[config.mk]
export PLATFORM = sky130hd
export DESIGN_NAME = mw_add_sequencer
export DESIGN_NICKNAME = d
export VERILOG_FILES = /design/src/rtl/mw_add_sequencer.sv
export SDC_FILE = /design/constraint.sdc
export NUM_CORES = 1
export LEC_CHECK = 0
export BUFFER_PORTS_ARGS = -buffer_cell sky130_fd_sc_hd__clkbuf_2
export CORE_MARGIN = 2
export CORE_UTILIZATION = 43
export DETAILED_ROUTE_END_ITERATION = 16
export PLACE_DENSITY_LB_ADDON = 0.1
export SLEW_MARGIN = 15
export SYNTH_ARGS = -nofsm -noshare
export SYNTH_HDL_FRONTEND = slang
export SYNTH_SLANG_ARGS = --single-unit
[constraint.sdc]
create_clock -name clk -period 3.8 [get_ports clk]
set_input_delay 0.95 -clock clk [delete_from_list [all_inputs] [get_ports clk]]
set_output_delay 0.95 -clock clk [all_outputs]
set_load 0.005 [all_outputs]
[src/rtl/mw_add_sequencer.sv]
// Multi-word add/subtract sequencer driving an external combinational ripple-carry adder,
// one word per cycle, LSW first. Define MWADD_OVF_EN to add the signed-overflow output ovf.
module mw_add_sequencer #(
  parameter int DATA_WIDTH = 32,
  parameter int NUM_WORDS  = 4
) (
  input  logic                            clk,
  input  logic                            rst_n,
  input  logic                            in_valid,
  output logic                            in_ready,
  input  logic [DATA_WIDTH*NUM_WORDS-1:0] op_a,
  input  logic [DATA_WIDTH*NUM_WORDS-1:0] op_b,
  input  logic                            sub,
  output logic [DATA_WIDTH-1:0]           add_a,
  output logic [DATA_WIDTH-1:0]           add_b,
  output logic                            add_ci,
  input  logic [DATA_WIDTH-1:0]           add_s,
  input  logic                            add_co,
  output logic                            out_valid,
  input  logic                            out_ready,
  output logic [DATA_WIDTH*NUM_WORDS-1:0] sum,
  output logic                            carry_out
`ifdef MWADD_OVF_EN
  ,
  output logic                            ovf
`endif
);

  localparam int IDX_W = (NUM_WORDS > 1) ? $clog2(NUM_WORDS) : 1;
  localparam int TOT_W = DATA_WIDTH * NUM_WORDS;

  typedef enum logic [1:0] {
    IDLE = 2'd0,
    RUN  = 2'd1,
    DONE = 2'd2
  } state_t;

  state_t               state_r;
  state_t               state_nxt_s;
  logic [TOT_W-1:0]     a_r;
  logic [TOT_W-1:0]     b_r;
  logic [TOT_W-1:0]     sum_r;
  logic                 sub_r;
  logic                 carry_r;
  logic [IDX_W-1:0]     idx_r;
  logic [DATA_WIDTH-1:0] a_word_s;
  logic [DATA_WIDTH-1:0] b_word_s;
  logic                 last_s;
  logic                 in_ready_s;
  logic                 out_valid_s;
  logic [DATA_WIDTH-1:0] add_a_s;
  logic [DATA_WIDTH-1:0] add_b_s;
  logic                 add_ci_s;

  assign a_word_s = a_r[int'(idx_r)*DATA_WIDTH +: DATA_WIDTH];
  assign b_word_s = b_r[int'(idx_r)*DATA_WIDTH +: DATA_WIDTH];
  assign last_s   = (idx_r == IDX_W'(NUM_WORDS - 1));

  // Next-state decode and adder/handshake drive; adder inputs are forced to zero outside RUN
  always_comb begin
    state_nxt_s = state_r;
    in_ready_s  = 1'b0;
    out_valid_s = 1'b0;
    add_a_s     = '0;
    add_b_s     = '0;
    add_ci_s    = 1'b0;
    case (state_r)
      IDLE: begin
        in_ready_s = 1'b1;
        if (in_valid) state_nxt_s = RUN;
        else          state_nxt_s = IDLE;
      end
      RUN: begin
        add_a_s  = a_word_s;
        add_b_s  = sub_r ? ~b_word_s : b_word_s;
        add_ci_s = carry_r;
        if (last_s) state_nxt_s = DONE;
        else        state_nxt_s = RUN;
      end
      DONE: begin
        out_valid_s = 1'b1;
        if (out_ready) state_nxt_s = IDLE;
        else           state_nxt_s = DONE;
      end
      default: state_nxt_s = IDLE;
    endcase
  end

  // State register
  always_ff @(posedge clk or negedge rst_n) begin
    if (!rst_n) state_r <= IDLE;
    else        state_r <= state_nxt_s;
  end

  // Operand capture, word-serial sum collection and carry chaining
  always_ff @(posedge clk or negedge rst_n) begin
    if (!rst_n) begin
      a_r     <= '0;
      b_r     <= '0;
      sum_r   <= '0;
      sub_r   <= 1'b0;
      carry_r <= 1'b0;
      idx_r   <= '0;
    end else begin
      case (state_r)
        IDLE: begin
          if (in_valid) begin
            a_r     <= op_a;
            b_r     <= op_b;
            sub_r   <= sub;
            carry_r <= sub;
            idx_r   <= '0;
          end
        end
        RUN: begin
          sum_r[int'(idx_r)*DATA_WIDTH +: DATA_WIDTH] <= add_s;
          carry_r <= add_co;
          if (!last_s) idx_r <= idx_r + IDX_W'(1);
        end
        default: begin
          idx_r <= idx_r;
        end
      endcase
    end
  end

`ifdef MWADD_OVF_EN
  logic ovf_r;

  // Signed overflow from the MSBs of the final word, cleared when a new operation is accepted
  always_ff @(posedge clk or negedge rst_n) begin
    if (!rst_n) begin
      ovf_r <= 1'b0;
    end else if (state_r == IDLE && in_valid) begin
      ovf_r <= 1'b0;
    end else if (state_r == RUN && last_s) begin
      ovf_r <= (add_a_s[DATA_WIDTH-1] == add_b_s[DATA_WIDTH-1]) &&
               (add_s[DATA_WIDTH-1] != add_a_s[DATA_WIDTH-1]);
    end else begin
      ovf_r <= ovf_r;
    end
  end

  assign ovf = ovf_r;
`endif

  assign in_ready  = in_ready_s;
  assign out_valid = out_valid_s;
  assign add_a     = add_a_s;
  assign add_b     = add_b_s;
  assign add_ci    = add_ci_s;
  assign sum       = sum_r;
  assign carry_out = carry_r;

endmodule
# == After elaboration in Yosys (flattened, before gate mapping) ==
# Index checks and enable logic that the tools add are counted.
# classes
addsub,2
bitwise_logic,1
n_eq_ne,5
n_reduce_logical,5
shifts,4
muxes,16
# op_table
op,count
128-bit by 8-bit indexed part select with 32-bit output,2
128-bit bitwise mux,1
32-bit by 33-bit variable shift with 128-bit output (first input constant),1
32-bit by 33-bit indexed part select with 128-bit output,1
32-bit 2-to-1 mux,3
7-bit negator with 33-bit output,1
32-bit NOT,1
2-bit 2-to-1 mux,4
2-bit one-hot mux with 3 select lines,1
1-bit 2-to-1 mux,5
2-bit equality test (second input constant),2
2-bit != test (second input constant),2
2-bit one-hot mux with 2 select lines,1
2-bit AND reduction,2
3-bit AND reduction,1
2-bit by 1-bit adder with 2-bit output (second input constant),1
2-bit by 1-bit equality test with 1-bit output (second input constant),1
2-bit logical NOT,1
1-bit one-hot mux with 2 select lines,1
2-bit nonzero test,1
# totals
elab_cells,40
inputBits,294
reg_bits,390
output_inout_bits,196

# == Longest topological paths before layout ==
# depth
ltp_word,4
mapped_depth,9

# == Worst setup path before layout ==
# Ideal clock, no wire load.
# synth_timing
kind,reg2out
from,reg idx_r[0]
to,out add_a[13]
stages_incl_launch_ff,6
arrival_time_ns,1.517
required_time_ns,2.850
slack_ns,1.333
cell_sequence,dfrtp_1 -> buf_4 -> buf_6 -> buf_6 -> mux4_2 -> and2_1
# synth_via
elab_chain_cells,2
# synth_rtl
item,line,rtl
start: declaration,45,logic [IDX_W-1:0] idx_r;
start signal: assignment,118,if (!last_s) idx_r <= idx_r + IDX_W'(1);
start signal: assignment,121,idx_r <= idx_r;
128-bit by 8-bit indexed part select with 32-bit output,55,assign a_word_s = a_r[int'(idx_r)*DATA_WIDTH +: DATA_WIDTH];
32-bit 2-to-1 mux,67,case (state_r)
end: declaration,14,"output logic [DATA_WIDTH-1:0] add_a,"
# No other way between the ends.

# == Worst setup path in the final report ==
# layout_timing
from,reg idx_r[0]
to,out add_b[12]
# layout_via
elab_chain_cells,4
# layout_rtl
item,line,rtl
128-bit by 8-bit indexed part select with 32-bit output (*),56,assign b_word_s = b_r[int'(idx_r)*DATA_WIDTH +: DATA_WIDTH];
32-bit NOT,75,add_b_s = sub_r ? ~b_word_s : b_word_s;
32-bit 2-to-1 mux (*),75,
32-bit 2-to-1 mux (*),67,
end: declaration,15,"output logic [DATA_WIDTH-1:0] add_b,"
# Every way passes the cells marked *; elsewhere a longest branch is shown, timed or not.

==> impl_metrics.json <==
{
  "outcome": "completed",
  "maxCapViolations": 0,
  "setup_violations": 0,
  "tritoncts": "built",
  "post-route-drc-count": 0,
  "max_freq_mhz": 278,
  "slew_viol_final": 0,
  "rsz0062_at_grt": "no",
  "yosys.area.top_type": "dfrtp_1",
  "timing.final.crit_share_pct": 94.8,
  "final_cell_mix": "nand2_1 (776), clkbuf_2 (488), dfrtp_1 (387), a22o_1 (129), mux4_2 (64)",
  "finalSetupTns_ns": 0,
  "clkLatencyLatePin_ns": 0.56,
  "design.core.area_sq_um": 38500,
  "io_pins": 490,
  "crit_chain": "buf_4, mux4_2, xnor2_1, nor2_1, clkbuf_2",
  "route.final.wire_length_mm": 50.2,
  "synthArstFlopShare_pct": 100,
  "slew_headroom_pct": 38.6,
  "via_per_inst": 5.03,
  "synthDistinctLibCells": 31,
  "grt_start_max_net_pins": 144,
  "path_clk_slew_ns": 0.06,
  "final_cells": 2616,
  "drive_gt1_share_pct": 32.0,
  "start_util_pct": 43.4,
  "syn_area_sq_um": 16700,
  "critPathMaxStageDelay_ns": 0.87,
  "grt_pass1_wl_mm": 79.5,
  "antenna_found_initial": 12,
  "worst_slew_pin_slew_ns": 0.922,
  "final_nets": 2358,
  "dp_hpwl_mm": 34.1,
  "root_buffer": "clkbuf_16",
  "worstPathArrival_ns": 2.65,
  "grt_pass1_vias": 14000,
  "layout_min_cycle_time_ns": 3.60,
  "ys_ff_latch": 390,
  "endpoint_kind": "output pin",
  "portBuffers": 489,
  "finalHoldViolCount": 0,
  "grt.overflow.total": 0,
  "synth_edf_count": 0,
  "rows": 72,
  "dpl.cell_count": 2531,
  "p_total_w": 0.0192,
  "gr-usage-all-layers_pct": 25.2,
  "yosys_warnings": 0,
  "synthTopCellsByArea": "dfrtp_1 (58%), nand2_1 (17%), mux4_2 (8.6%)",
  "die_h_um": 201,
  "clk_path_buf_depth": 3,
  "crit_path_top_delay_cell": "dfrtp_4",
  "vias": 13200,
  "avgSynthCellArea_sq_um": 10.5,
  "syn-num-nets": 1896,
  "fillers": 3517,
  "cts_resized": 0,
  "synthToLayoutAreaGrowth_pct": 26.7,
  "hp-class": "in2async",
  "die_area_sq_um": 40400,
  "postCtsSetupBuffers": 0,
  "drt_pass1_iterations": 5,
  "ctsHtreeMaxLevel": 2,
  "ctsHoldBuffers": 0,
  "p_leak_nw": 11.4,
  "holdWs_ns": 0.363,
  "finalWeightedCongestion": 0.829,
  "wl_per_cell_um": 19.2,
  "synth-main-ff-cell": "dfrtp_1",
  "cts_made_buffers": 43,
  "cp.required_ns": 2.85,
  "first_iter_violations": 661,
  "ant_nets": 0,
  "cts.sinks": 390,
  "crit_fanout": 30,
  "netlist_instances": 1596,
  "worstSetupPathType": "reg2out",
  "cellPowerDensity_nw_per_um2": 908,
  "skew_ns": 0.0228,
  "final_common_cell": "nand2_1",
  "die_w_um": 201,
  "peakVddDrop_mv": 0.421,
  "yosysTopAreaCellShare_pct": 58.5,
  "cp-start-kind": "flip-flop",
  "seq_area_frac_synth_pct": 58.5
}
-- cells in the mapped netlist, drive strengths merged (3+ instances only) --
library cell,n
xnor2,32
ha,6
mux4,64
nand2,776
clkbuf,28
a22o,129
inv,4
and2,33
nand3b,3
dfrtp,390
nor2,34
nor4,3
buf,79
-- worst paths after layout --
kind                               start         to  slack [ns]  cells after the start
worst max-delay path            idx_r[0]  add_b[12]        0.20                      5
worst min-delay path               rst_n    b_r[11]        0.36                      1
worst max register to register  idx_r[0]   sum[115]        0.85                      6
worst min register to register  a_r[103]   a_r[103]        0.47                      2
max in group asynchronous          rst_n    a_r[69]        2.43                      3
min in group clk                a_r[103]   a_r[103]        0.47                      2
-- per-layer routing --
layer / vias up / track usage [%] / part of all wire (%)
met5: - / 0 / 0.12
met4: 8 / 10.3 / 3.4
met3: 96 / 7.39 / 8.3
met2: 460 / 40.2 / 47
met1: 6433 / 32.4 / 41
li1: 6161 / - / -
-- metrics by stage --
stage | util, % | worst slack [ns] | instance area [sq um]
4_1_cts | 54.9 | 0.105 | 21100
5_1_grt | 55.0 | 0.00266 | 21100
3_3_place_gp | 51.2 | 0.741 | 19700
6_report | 55.0 | 0.198 | 21200
3_5_place_dp | 51.2 | 0.730 | 19700
2_1_floorplan | - | 1.33 | 16700
-- sequential cells by signal, indices dropped and copies added (netlist names) --
register and flops:
a_r 128, b_r 128, sum 128, idx_r 2, state_r 2, carry_out 1
sub_r 1
-- layout make-up --
class | instances | area, sq um | area share (%)
Multi-Input combinational cell | 1095 | 6410 | 30.3
Antenna cell | 9 | 22.5 | 0.106
Clock buffer | 63 | 1260 | 5.97
Timing Repair Buffer | 524 | 2870 | 13.6
Sequential cell | 390 | 9770 | 46.2
Inverter | 4 | 15.0 | 0.0710
Tap cell | 518 | 648 | 3.06
Clock inverter | 13 | 159 | 0.751
-- critical path, delay by kind of cell (launching register included) --
kind,cells,cell delay (ns)
multiplexers,1,0.52
flip-flops,1,0.87
XOR/XNOR,1,0.14
AND/OR/NAND/NOR,1,0.09
buffers and inverters,2,0.43
-- cell families after synthesis --
group	synth area share [%]
flip-flops	58.5
adder cells (fa/ha/maj)	0.450
AND/OR/NAND/NOR	20.6
multiplexers	8.63
AO/OA/AOI/OAI	6.88
XOR/XNOR	1.68
buffers and inverters	3.31
-- power by group --
| part | switching, W | internal [W] | leakage, nW |
|---|---|---|---|
| registers | 0.00135 | 0.00610 | 5.00 |
| clock network | 0.00170 | 0.00251 | 0.705 |
| logic | 0.00387 | 0.00368 | 5.70 |
| total | 0.00691 | 0.0123 | 11.4 |
Power figures use the tool's default switching activity.
